==> config.mk <==
export PLATFORM = sky130hd
export DESIGN_NAME = stopwatch_ctrl
export DESIGN_NICKNAME = d
export VERILOG_FILES = /design/src/rtl/stopwatch_ctrl.sv
export SDC_FILE = /design/constraint.sdc
export NUM_CORES = 1
export LEC_CHECK = 0
export ABC_AREA = 0
export BUFFER_PORTS_ARGS = -buffer_cell sky130_fd_sc_hd__buf_2
export CORE_UTILIZATION = 59
export CTS_CLUSTER_DIAMETER = 30
export CTS_CLUSTER_SIZE = 16
export DETAILED_ROUTE_END_ITERATION = 8
export PLACE_DENSITY = 0.76
export RECOVER_POWER = 25
export SLEW_MARGIN = 10
export SYNTH_ARGS = -nofsm -noshare
export SYNTH_HDL_FRONTEND = slang
export SYNTH_SLANG_ARGS = --single-unit
==> constraint.sdc <==
create_clock -name i_Clk -period 3.13 [get_ports i_Clk]
set_clock_uncertainty 0.2 [all_clocks]
set_input_delay 0.313 -clock i_Clk [delete_from_list [all_inputs] [get_ports i_Clk]]
set_output_delay 0.313 -clock i_Clk [all_outputs]
set_load 0.005 [all_outputs]
==> src/rtl/stopwatch_ctrl.sv <==
// Stopwatch control sequencer: debounces Start/Stop/Lap and drives the BCD datapath
// with count enable, tick, clear, lap-capture and display-select strobes.
//
// state | meaning
// IDLE  | stopped, count cleared, waiting for Start
// RUN   | counting, live count displayed
// PAUSE | counting frozen, tick phase held
// LAP   | counting, frozen lap value displayed
// DONE  | full scale reached, waiting for Stop
module stopwatch_ctrl #(
    parameter int TICK_DIV    = 10_000_000,
    parameter int DB_CNT      = 1_000_000,
    parameter int STOP_ON_OVF = 1
) (
    input  logic       i_Clk,
    input  logic       i_Rst,
    input  logic       i_nStart,
    input  logic       i_nStop,
    input  logic       i_nLap,
    input  logic       i_fOvf,
    output logic       o_fRun,
    output logic       o_fTick,
    output logic       o_fClr,
    output logic       o_fLapLd,
    output logic       o_fShowLap,
    output logic [2:0] o_State
);

    localparam logic [2:0] S_IDLE  = 3'd0;
    localparam logic [2:0] S_RUN   = 3'd1;
    localparam logic [2:0] S_PAUSE = 3'd2;
    localparam logic [2:0] S_LAP   = 3'd3;
    localparam logic [2:0] S_DONE  = 3'd4;

    localparam int TW = $clog2(TICK_DIV);
    localparam int DW = $clog2(DB_CNT + 1);
    localparam logic [TW-1:0] TICK_MAX = TW'(TICK_DIV - 1);
    localparam logic [DW-1:0] DB_MAX   = DW'(DB_CNT - 1);

    // button index: 0 = Start, 1 = Stop, 2 = Lap
    logic [2:0]    raw_btn;
    logic [2:0]    sync1;
    logic [2:0]    sync2;
    logic [2:0]    db_lvl;
    logic [2:0]    db_q;
    logic [2:0]    armed;
    logic [DW-1:0] db_cnt [3];
    logic [1:0]    warm;
    logic          warm_done;
    logic [2:0]    press;

    logic          ev_start;
    logic          ev_stop;
    logic          ev_lap;

    logic [2:0]    state;
    logic [2:0]    state_nxt;
    logic [TW-1:0] tick_cnt;
    logic          counting;
    logic          tick_slot;
    logic          ovf_hold;
    logic          ovf_stop;

    logic          run_q;
    logic          show_q;
    logic          show_nxt;
    logic          clr_q;
    logic          lapld_q;

    assign raw_btn   = {i_nLap, i_nStop, i_nStart};
    assign warm_done = (warm == 2'd2);

    // A button must be seen released after reset (armed) before its first
    // press counts, so a button held through reset release gives no event.
    always_ff @(posedge i_Clk or negedge i_Rst) begin
        if (!i_Rst) begin
            sync1  <= '1;
            sync2  <= '1;
            db_lvl <= '1;
            db_q   <= '1;
            armed  <= '0;
            warm   <= '0;
            for (int i = 0; i < 3; i++) begin
                db_cnt[i] <= '0;
            end
        end else begin
            sync1 <= raw_btn;
            sync2 <= sync1;
            db_q  <= db_lvl;
            if (!warm_done) begin
                warm <= warm + 2'd1;
            end
            for (int i = 0; i < 3; i++) begin
                if (sync2[i] == db_lvl[i]) begin
                    db_cnt[i] <= '0;
                end else if (db_cnt[i] == DB_MAX) begin
                    db_lvl[i] <= sync2[i];
                    db_cnt[i] <= '0;
                end else begin
                    db_cnt[i] <= db_cnt[i] + DW'(1);
                end
                if (warm_done && sync2[i] && db_lvl[i]) begin
                    armed[i] <= 1'b1;
                end
            end
        end
    end

    assign press    = db_q & ~db_lvl & armed;
    assign ev_stop  = press[1];
    assign ev_start = press[0] & ~press[1];
    assign ev_lap   = press[2] & ~press[1] & ~press[0];

    assign counting  = (state == S_RUN) || (state == S_LAP);
    assign tick_slot = counting && (tick_cnt == TICK_MAX);
    assign ovf_hold  = (STOP_ON_OVF != 0) && i_fOvf;
    assign ovf_stop  = tick_slot && ovf_hold;
    assign o_fTick   = tick_slot && !ovf_hold;

    always_comb begin
        state_nxt = state;
        case (state)
            S_IDLE: begin
                if (ev_start) state_nxt = S_RUN;
            end
            S_RUN: begin
                if (ev_stop)        state_nxt = S_IDLE;
                else if (ovf_stop)  state_nxt = S_DONE;
                else if (ev_start)  state_nxt = S_PAUSE;
                else if (ev_lap)    state_nxt = S_LAP;
            end
            S_LAP: begin
                if (ev_stop)        state_nxt = S_IDLE;
                else if (ovf_stop)  state_nxt = S_DONE;
                else if (ev_start)  state_nxt = S_PAUSE;
                else if (ev_lap)    state_nxt = S_RUN;
            end
            S_PAUSE: begin
                if (ev_stop)        state_nxt = S_IDLE;
                else if (ev_start)  state_nxt = S_RUN;
            end
            S_DONE: begin
                if (ev_stop)        state_nxt = S_IDLE;
            end
            default: state_nxt = S_IDLE;
        endcase
    end

    // Lap display survives a pause taken from LAP, and only that pause.
    always_comb begin
        show_nxt = 1'b0;
        if (state_nxt == S_LAP) begin
            show_nxt = 1'b1;
        end else if (state_nxt == S_PAUSE) begin
            show_nxt = (state == S_LAP) || ((state == S_PAUSE) && show_q);
        end
    end

    always_ff @(posedge i_Clk or negedge i_Rst) begin
        if (!i_Rst) begin
            state    <= S_IDLE;
            tick_cnt <= '0;
            run_q    <= 1'b0;
            show_q   <= 1'b0;
            clr_q    <= 1'b0;
            lapld_q  <= 1'b0;
        end else begin
            state   <= state_nxt;
            run_q   <= (state_nxt == S_RUN) || (state_nxt == S_LAP);
            show_q  <= show_nxt;
            clr_q   <= ev_stop && (state != S_IDLE);
            lapld_q <= (state == S_RUN) && (state_nxt == S_LAP);
            if ((state_nxt == S_IDLE) || (state_nxt == S_DONE)) begin
                tick_cnt <= '0;
            end else if (counting) begin
                tick_cnt <= (tick_cnt == TICK_MAX) ? '0 : tick_cnt + TW'(1);
            end
        end
    end

    assign o_State    = state;
    assign o_fRun     = run_q;
    assign o_fShowLap = show_q;
    assign o_fClr     = clr_q;
    assign o_fLapLd   = lapld_q;

endmodule

---- Word level (Yosys, flattened, before mapping) ----
Cells that the tools add are included.
storage, ports and cells
  bits in registers ....................... 108
  input port bits ......................... 6
  output and inout bits ................... 8
  logic and storage cells ................. 98
operators by class
  $add $sub $neg .......................... 5
  equality and inequality tests ........... 16
  multiplexer cells ....................... 23
  bitwise logic cells ..................... 11
  reduce and logical (&&, ||, !) cells .... 24
operators by type and width
  operator                                                         count
  20-bit two-way mux                                               6
  24-bit two-way mux                                               3
  20-bit by 1-bit adder with 20-bit output, second input constant  3
  20-bit == test, second input constant                            3
  3-bit two-way mux                                                11
  24-bit by 1-bit adder with 24-bit output, second input constant  1
  24-bit == test, second input constant                            1
  3-bit one-hot mux with 5 select lines                            1
  3-bit by 2-bit == test with 1-bit output, second input constant  4
  1-bit logical AND                                                12
  3-bit bitwise AND                                                2
  3-bit by 1-bit == test with 1-bit output, second input constant  2
  3-bit == test, second input constant                             2
  3-bit zero test                                                  2
  2-bit AND reduction                                              3
  1-bit inverter                                                   5
  1-bit logical OR                                                 4
  1-bit bitwise AND                                                3
  1-bit == test                                                    3
  3-bit inverter                                                   1
  3-bit nonzero test                                               1
  2-bit by 1-bit adder with 2-bit output, second input constant    1
  2-bit == test, second input constant                             1
  1-bit two-way mux                                                2
  other kinds (2)                                                  2

---- Logic depth before layout (Yosys ltp) ----
Gate-level depths: netlist of the first run.
  word-level depth ........................ 14
  depth in mapped cells ................... 8
  mapped depth without buffers ............ 6

---- Worst setup path after synthesis of the first run ----
Ideal clock, no wire load.
  kind .................................... reg-to-reg
  from .................................... register tick_cnt[13]
  to ...................................... register tick_cnt[19]
  setup time .............................. 126 ps
  arrival ................................. 1964 ps
  data required time ...................... 2804 ps
  setup slack ............................. 840 ps
  stages on the path, launching flop included .. 7
  buffers on the path ..................... 1
  period minus slack after synthesis ...... 2290 ps
  path through ............................ dfrtp_1 or4b_4 nor4_4 nand3_4 a21oi_4 buf_6 a21oi_1
between the ends
  word-level cells in the longest chain between the ends .. 9
  elaborated cells between the ends (all ways) .. 16
  classes of those cells .................. add/sub (1); eq/ne (2); mux (8); reduce/logical (5)
ends and longest elaborated chain
  element                                                   line      text
  start: declaration                                        58        logic [TW-1:0] tick_cnt;
  start signal: assignment                                  176       tick_cnt <= (tick_cnt == TICK_MAX) ? '0 : tick_cnt + TW'(1);
  24-bit == test                                            115, 176
  1-bit logical AND                                         115       assign tick_slot = counting && (tick_cnt == TICK_MAX);
  1-bit logical AND                                         117       assign ovf_stop = tick_slot && ovf_hold;
  3-bit two-way mux, on equally long branches               134, 128
  3-bit two-way mux, on equally long branches               133, 127
  3-bit one-hot mux with 5 select lines                     122       case (state)
  3-bit == test or 3-bit zero test (tied branches)          173       if ((state_nxt == S_IDLE) || (state_nxt == S_DONE)) begin
  1-bit logical OR                                          173
  24-bit two-way mux or 2-bit nonzero test (tied branches)  n/a
Parallel ways exist; a longest one is shown, timed or not. The select of a mux whose other input is x is not followed.
A chain may end at the register's enable or synchronous reset.

---- Worst setup path after layout of the first run ----
  from .................................... register tick_cnt[11]
  to ...................................... output port o_fTick
between the ends
  word-level cells in the longest chain between the ends .. 3
ends and longest elaborated chain
  element            line  text
  24-bit == test     115
  1-bit logical AND  115
  1-bit logical AND  118   assign o_fTick = tick_slot && !ovf_hold;
  end: declaration   22    output logic o_fTick,
No other way between the ends.

==> results of run 1 <==
==> registers in the layout, summed over array words and instances, names as in the netlist <==
register    flops
o_fLapLd        1
armed           3
tick_cnt       24
sync1           3
o_fClr          1
sync2           3
db_q            3
o_fShowLap      1
db_cnt         60
o_fRun          1
db_lvl          3
o_State         3
warm            2
==> worst max-delay path, cell delays in order, from the launching register on <==
cell	delay, ps
dfrtp_1	440
or4b_4	560
nor4_4	540
nand2_1	170
nor3_1	150
buf_2	140
==> worst min-delay path by stage <==
stage / start / to / slack (ps) / cells past startpoint
detailed placement: sync1[1] / sync2[1] / 150 / 0
finish: i_fOvf / o_State[2] / 40 / 3
CTS: i_fOvf / o_State[2] / 30 / 3
floorplan: i_Rst / armed[0] / -180 / 0
global placement: sync1[0] / sync2[0] / 150 / 0
global route: i_fOvf / o_State[2] / 50 / 3
==> cell usage in the layout (no fill, tap or decap), types with 10 or more instances in the layout <==
master	n
nand2_1	44
dfrtp_1	96
xnor2_1	37
or3_1	10
nor4_1	18
buf_2	12
nor2_1	94
nand4_1	20
nand3_1	36
a21oi_1	12
xor2_1	32
and3_1	13
nor3_1	16
inv_1	10
==> through the flow <==
step                      utilization  cell area, um2  std cells  hold slack [ps]
after floorplan                     -            5280        533             -183
after global placement          0.630            5470        646              147
after detailed placement        0.630            5470        646              148
after CTS                       0.661            5740        666             27.4
after global routing            0.661            5740        666             45.2
final                           0.661            5740        666             36.3
==> metal layers <==
layer	share of wire	global-route usage	wire (um)
met1	0.45	0.284	4310
met2	0.49	0.372	4600
met3	0.045	0.0448	430
met4	0.014	0.0712	133
met5	0	0	0
==> logic make-up after synthesis <==
logic type               after synthesis  synth area share
XOR/XNOR                              69             0.114
multiplexers                           4           0.00829
AO/OA/AOI/OAI                         40            0.0512
adder cells (fa/ha/maj)                5            0.0118
AND/OR/NAND/NOR                      283             0.279
buffers and inverters                 24            0.0211
flip-flops                           108             0.515
==> repair_timing <==
action / in CTS / in global routing
hold buffers: 4 / 0
resized for setup: 0 / 0
setup endpoints to repair: 0 / 0
hold endpoints to repair: 49 / 0
==> power by group <==
part	switching (mW)	total [mW]	internal, mW
clock network	0.498	0.962	0.464
registers	0.0121	1.42	1.41
logic	0.0481	0.0685	0.0204
total	0.558	2.45	1.90
==> final cells by class <==
class / count / area, um2 / area share
clock buffer: 9 / 124 / 0.0216
clock inverter: 7 / 109 / 0.0190
inverter: 10 / 37.5 / 0.00654
multi-input combinational: 401 / 2450 / 0.427
sequential: 108 / 2720 / 0.474
tap: 108 / 135 / 0.0236
timing repair buffer: 23 / 163 / 0.0283
==> impl_metrics.toml, run 1 <==
[yosys]
syn_area_um2 = 5280
yosys.area.top_type = "dfrtp_1"
yosysMostFrequentCell = "dfrtp_1"
yosys_warnings = 0
syn_inst = 533
synth_flop_cell = "dfrtp_1"
yosys-top-cells-count = "dfrtp_1 (96), nor2_1 (94), nand2_1 (44), xnor2_1 (37), nand3_1 (36)"
synth.top_cell.area_share = 0.455
synth-seq-area-share = 0.515
synthArstFlopShare = 1.00
syn_avg_cell_area_um2 = 9.91
yosysUniqueCellTypes = 54
synth_edf_count = 0
synth_seq_cells = 108
syn-num-nets = 544
synthTopCellsByArea = "dfrtp_1 (45%), nor2_1 (6.7%), xnor2_1 (6.1%), dfstp_2 (6.0%), xor2_1 (5.3%)"

[die]
die_w_um = 96.6
fp-row-count = 34
initial_core_util = 0.609
die-height_um = 96.6
coreArea_um2 = 8680
die_area_um2 = 9330
io_pins = 14

[detailed_routing]
vias = 3854
ant_nets = 0
drt_iter0_markers = 137
wl_per_cell_um = 14.2
drtPass1Iterations = 4
vias_per_cell = 5.79
wl_um = 9480
drcViolationCount = 0

[worst_setup_path]
reg2reg_from = "tick_cnt[11]"
startpoint_type = "flip-flop"
worstSetupPathType = "flip-flop to output port"
ff2ff_setup_slack_ps = 490
startpoint = "tick_cnt[11]"
rr_endpoint = "tick_cnt[3]"
endpoint = "o_fTick"
worstPathArrival_ps = 2380
cp_max_fo = 10
cp-end-kind = "output port"
worstRegToRegCells = 5
required_ps = 2620

[cts]
path_clk_slew_ps = 110
cts_tree = "done"
cts_buffers = 9
clock_latency_ps = 380
root_buffer = "clkbuf_8"
clockBufferDepth = 2
clock_sinks = 108
cts_max_level = 3
cts_setup_buffers = 0

[sta]
rsz0062_at_grt = "false"
slew_headroom = 0.214
worstMarginPinSlew_ps = 1180
worst_slack_ps = 233
fmax_ghz = 0.345
period_minus_slack_ps = 2900
tns_ps = 0
fin_crit_sh = 0.925
setup_viol = 0
hold_viol = 0
final-max-slew-violation-count = 0

[final_layout]
fillers = 698
area_growth_pct = 8.65
drive_gt1_frac = 0.116
diodes = 0
nNetsFinal = 564

[place]
post-place-ws_ps = 537
place.gp.congestion = 0.887
post-dp-hpwl_um = 6570
port_buffers = 13

[worst_hold_path]
hold_path_class = "input port to flip-flop"

[global_route]
grt_pass1_vias = 3768
grt-ovfl-total = 0
grt_pass1_wl_um = 16900
track_usage = 0.220
grt_max_degree = 63
antenna_found_initial = 0

[outcome]
status = "finished clean"

[pwr]
p_leak_nw = 2.35
powerDensity_nw_per_um2 = 428
power.total_mw = 2.45
ir_worst_vdd_mv = 0.260

[run]
max_cap_viol_count = 0
Note: power is estimated with default switching activity, not from simulation.
==> inputs of run 2 (changes only) <==
--- a/config.mk
+++ b/config.mk
@@ -13,7 +13,7 @@
 export DETAILED_ROUTE_END_ITERATION = 8
 export PLACE_DENSITY = 0.76
 export RECOVER_POWER = 25
-export SLEW_MARGIN = 10
+export SLEW_MARGIN = 25
 export SYNTH_ARGS = -nofsm -noshare
 export SYNTH_HDL_FRONTEND = slang
 export SYNTH_SLANG_ARGS = --single-unit
==> constraint.sdc (replaced) <==
create_clock -name i_Clk -period 3.13 [get_ports i_Clk]
set_clock_uncertainty 0.2 [all_clocks]
set_input_delay 0.313 -clock i_Clk [delete_from_list [all_inputs] [get_ports i_Clk]]
set_output_delay 0.313 -clock i_Clk [all_outputs]
set_load 0.05 [all_outputs]
==> run 2 against run 1 <==
Against the previous run:
- global-route usage fell by 0.23 points
- the flow now finishes with violations (max-capacitance violations, max-slew violations)
- clock power decreased by 17%
- power fell by 6.7%
- worst hold slack improved by 7.8 ps
- first-iteration DRC count down 4.4%
- largest cell class unchanged
- fmax increased by 2.1%
==> impl_metrics.toml, run 2 (same netlist as run 1, synthesis figures left out) <==
[pwr]
pwr-share-comb = 0.029
powerDensity_nw_per_um2 = 403
ir_worst_vdd_mv = 0.314
p_sw_mw = 0.555
internal_power_mw = 1.74
seq_power_share = 0.622
p_leak_nw = 2.31
switching_share = 0.242
power.share.clock = 0.349

[worst_setup_path]
cp_max_fo = 3
slowest_stage = "or4b_4"
critPathTopFamily = "simple AND/OR/NAND/NOR gates"
cp-end-kind = "output port"
worstSetupPathType = "flip-flop to output port"
path_buf_inv = 1
cp_cell_sequence = "or4b_4 > nor4_2 > nand2_1 > nor3_1 > buf_2"
max_stage_delay_ps = 590
worstPathArrival_ps = 2320
required_ps = 2620
startpoint_type = "flip-flop"

[place]
place.gp.congestion = 0.914
post-place-ws_ps = 530
post-dp-hpwl_um = 6380
dpl-instance-area_um2 = 5450
port_buffers = 13

[detailed_routing]
wl_um = 9410
wl_per_cell_um = 14.2
drt_iter0_markers = 131
vias = 3806
ant_nets = 0
vias_per_cell = 5.74
drcViolationCount = 0
drtPass1Iterations = 4

[final_layout]
layout_commonest_cell = "dfrtp_1"
reg_top3 = "db_cnt x60, tick_cnt x24"
fillers = 695
diodes = 0
drive_gt1_frac = 0.112
most-common-layout-cells = "dfrtp_1 (96), nor2_1 (94), nand2_1 (44), xnor2_1 (37), nand3_1 (36)"
regMostFlops = "db_cnt"
largest_reg_flops = 60
nNetsFinal = 562
area_growth_pct = 7.49
utilization = 0.654
fin_area_um2 = 5680

[cts]
cts_max_level = 3
clock_latency_ps = 370
cts_buffers = 9
cts_tree = "done"
clockBufferDepth = 2
root_buffer = "clkbuf_8"
path_clk_slew_ps = 100
clock_sinks = 108

[sta]
rsz0062_at_grt = "false"
slew_headroom = -0.0486
period_minus_slack_ps = 2840
fin_crit_sh = 0.906
timing.hold.ws_ps = 44.0
final-max-slew-violation-count = 28
tns_ps = 0
setup_viol = 0
fmax_ghz = 0.352
worst_slack_ps = 293
hold_viol = 0
worstMarginPinSlew_ps = 1570

[die]
fp-row-count = 34
io_pins = 14
die_w_um = 96.6
initial_core_util = 0.609
die_area_um2 = 9330
die-height_um = 96.6
coreArea_um2 = 8680

[global_route]
track_usage = 0.218
grt_max_degree = 82
grt_pass1_vias = 3828
antenna_found_initial = 0
grt_pass1_wl_um = 16900
grt-ovfl-total = 0

[worst_hold_path]
hold_path_class = "input port to flip-flop"

[outcome]
status = "finished, violations left"
violations = "max-capacitance violations, max-slew violations"

[run]
max_cap_viol_count = 1
==> run 2: tightest hold or removal path: stages <==
cell and delay (ps):
buf_2 130, nand4_1 70, a21oi_1 60
==> run 2: worst paths after layout <==
| path | slack (ps) | start | cells after the start | to |
|---|---|---|---|---|
| setup / recovery | 290 | tick_cnt[16] | 5 | o_fTick |
| hold / removal | 40 | i_fOvf | 3 | o_State[2] |
| setup reg to reg | 520 | tick_cnt[8] | 6 | tick_cnt[3] |
| hold reg to reg | 160 | sync1[1] | 0 | sync2[1] |
| max in group asynchronous | 920 | i_Rst | 3 | db_lvl[0] |
| min in group asynchronous | 670 | i_Rst | 2 | db_cnt[14] |
==> run 2: final cells by class <==
cell class	count	area [um2]	share of cell area
sequential	108	2720	0.479
multi-input combinational	401	2460	0.433
timing repair buffer	21	146	0.0258
tap	108	135	0.0238
clock buffer	9	124	0.0218
clock inverter	6	57.6	0.0101
inverter	10	37.5	0.00661
==> run 2: per-stage QoR <==
stage | instances | power [mW]
2_1_floorplan | 533 | 1.48
3_3_place_gp | 643 | 1.51
3_5_place_dp | 643 | 1.52
4_1_cts | 662 | 2.33
5_1_grt | 663 | 2.39
6_report | 663 | 2.29
==> run 2: repair_timing <==
item | in CTS | in global routing
setup buffers | 0 | 1
hold buffers | 4 | 0
hold endpoints to repair | 30 | 0
setup endpoints to repair | 0 | 1
gates resized for setup | 0 | 1
==> run 2: power by group through the flow <==
stage          combinational [mW]  sequential, mW  clock, mW
3_3_place_gp               0.0645            1.45          0
6_report                   0.0668            1.42      0.800
5_1_grt                    0.0800            1.43      0.880
4_1_cts                    0.0705            1.42      0.832
3_5_place_dp               0.0663            1.45          0
2_1_floorplan              0.0279            1.45          0
==> run 2: metal layers <==
| layer | wire (um) | GRT usage | vias to the layer above |
|---|---|---|---|
| met5 | 0 | 0 | - |
| met4 | 184 | 0.0781 | 0 |
| met3 | 321 | 0.0397 | 19 |
| met2 | 4510 | 0.353 | 64 |
| met1 | 4390 | 0.294 | 1833 |
| li1 | - | - | 1890 |
==> inputs of run 3 (changes only) <==
--- a/config.mk
+++ b/config.mk
@@ -7,11 +7,10 @@
 export LEC_CHECK = 0
 export ABC_AREA = 0
 export BUFFER_PORTS_ARGS = -buffer_cell sky130_fd_sc_hd__buf_2
-export CORE_UTILIZATION = 59
+export CORE_UTILIZATION = 25
 export CTS_CLUSTER_DIAMETER = 30
 export CTS_CLUSTER_SIZE = 16
 export DETAILED_ROUTE_END_ITERATION = 8
-export PLACE_DENSITY = 0.76
 export RECOVER_POWER = 25
 export SLEW_MARGIN = 25
 export SYNTH_ARGS = -nofsm -noshare
==> constraint.sdc (replaced) <==
create_clock -name i_Clk -period 3 [get_ports i_Clk]
set_clock_uncertainty 0.2 [all_clocks]
set_input_delay 0.3 -clock i_Clk [delete_from_list [all_inputs] [get_ports i_Clk]]
set_output_delay 0.3 -clock i_Clk [all_outputs]
set_load 0.05 [all_outputs]
==> run 3 against run 2 <==
Against the previous run:
- the flow now finishes without violations
- largest power group unchanged
- critical path type unchanged
- critical endpoint unchanged
- largest cell class unchanged
- final cell count increased by 26%
- global-route usage down 11 points
- critical path depth rose by 1
==> impl_metrics.toml, run 3 (same netlist as run 1, synthesis figures left out) <==
[sta]
hold_viol = 0
final-max-slew-violation-count = 0
setup_viol = 0
fin_crit_sh = 0.913
tns_ps = 0
worstMarginPinSlew_ps = 1220
rsz0062_at_grt = "false"
fmax_ghz = 0.365
worst_slack_ps = 260
timing.hold.ws_ps = 88.5
slew_headroom = 0.184
period_minus_slack_ps = 2740

[worst_setup_path]
worstPathArrival_ps = 2240
worstSetupPathType = "flip-flop to output port"
ff2ff_setup_slack_ps = 570
cp_cell_sequence = "or4b_4 > nor4_1 > buf_4 > nand2_1 > nor3_2 > buf_2"
rr_endpoint = "tick_cnt[3]"
worstRegToRegCells = 6
slowest_stage = "or4b_4"
startpoint_type = "flip-flop"
reg2reg_from = "tick_cnt[11]"
cp-end-kind = "output port"
max_stage_delay_ps = 580
cp_max_fo = 3
required_ps = 2500

[global_route]
track_usage = 0.103
antenna_found_initial = 0
grt-ovfl-total = 0
grt_max_degree = 49
grt_pass1_vias = 3712
grt_pass1_wl_um = 18200

[final_layout]
most-common-layout-cells = "dfrtp_1 (96), nor2_1 (94), nand2_1 (44), xnor2_1 (37), nand3_1 (36)"
largest_reg_flops = 60
layout_commonest_cell = "dfrtp_1"
drive_gt1_frac = 0.124
fin_area_um2 = 6030
diodes = 0
reg_top3 = "db_cnt x60, tick_cnt x24"
area_growth_pct = 14.2
regMostFlops = "db_cnt"
fillers = 2154
nNetsFinal = 569
seq_area_um2 = 2720
multi_input_area_um2 = 2460

[cts]
cts_tree = "done"
cts_resized = 0
clock_latency_ps = 350
cts_buffers = 9
clockBufferDepth = 2
root_buffer = "clkbuf_16"
path_clk_slew_ps = 70
clock_sinks = 108
cts_max_level = 3

[pwr]
p_leak_nw = 2.40
ir_worst_vdd_mv = 0.266
powerDensity_nw_per_um2 = 447

[place]
post-place-ws_ps = 564
dpl-instance-area_um2 = 5710
port_buffers = 13
place.gp.congestion = 0.827
post-dp-hpwl_um = 7060

[die]
fp-row-count = 52
io_pins = 14
die_w_um = 147
die-height_um = 147
die_area_um2 = 21700
initial_core_util = 0.258
coreArea_um2 = 20500

[run]
max_cap_viol_count = 0

[detailed_routing]
vias_per_cell = 4.59
drtPass1Iterations = 4
wl_um = 10300
vias = 3822
drt_iter0_markers = 274
drcViolationCount = 0
ant_nets = 0
wl_per_cell_um = 12.4

[worst_hold_path]
holdPathEnd = "o_State[2]"
min-delay-start = "i_fOvf"
hold_path_class = "input port to flip-flop"
worstHoldPathCells = 3

[outcome]
status = "finished clean"
## run 3: layer usage
metal,global-route usage,up-vias,wire (um)
met5,0,-,0
met4,0.0345,0,151
li1,-,1914,-
met3,0.0239,13,338
met1,0.144,1840,5290
met2,0.157,55,4530
## run 3: worst max-delay path by stage
| stage | start | end | cells past startpoint |
|---|---|---|---|
| 2_1_floorplan | tick_cnt[13] | o_fTick | 4 |
| 3_3_place_gp | tick_cnt[13] | tick_cnt[3] | 6 |
| 3_5_place_dp | tick_cnt[16] | tick_cnt[3] | 5 |
| 4_1_cts | tick_cnt[16] | o_fTick | 6 |
| 5_1_grt | tick_cnt[11] | o_fTick | 6 |
| 6_report | tick_cnt[16] | o_fTick | 6 |
## run 3: stage by stage
stage                util  power, mW  instances
floorplan               -       1.54        533
global placement    0.279       1.59        813
detailed placement  0.279       1.59        813
CTS                 0.295       2.74        833
global route        0.294       2.80        833
finish              0.294       2.70        833
## run 3: what timing repair did
item | 4_1_cts | 5_1_grt
hold buffers | 4 | 0
setup buffers | 0 | 0
endpoints found under the hold margin | 49 | 0
## run 3: critical path, delay by kind of cell (launching register included)
family / cells / cell delay [ps]
DFF: 1 / 410
buffers and inverters: 2 / 450
and+or+nand+nor: 4 / 1030
## run 3: area by class of cell
| class | count | share of cell area |
|---|---|---|
| clock buffer | 10 | 0.0380 |
| clock inverter | 6 | 0.00892 |
| inverter | 10 | 0.00622 |
| multi-input combinational | 401 | 0.407 |
| sequential | 108 | 0.450 |
| tap | 270 | 0.0560 |
| timing repair buffer | 28 | 0.0332 |
## run 3: power breakdown
| part | internal (mW) | total [mW] | switching, mW | leakage (nW) |
|---|---|---|---|---|
| clock | 0.580 | 1.14 | 0.558 | 0.136 |
| sequential | 1.47 | 1.49 | 0.0131 | 1.45 |
| combinational | 0.0219 | 0.0736 | 0.0518 | 0.805 |
| total | 2.07 | 2.70 | 0.623 | 2.40 |
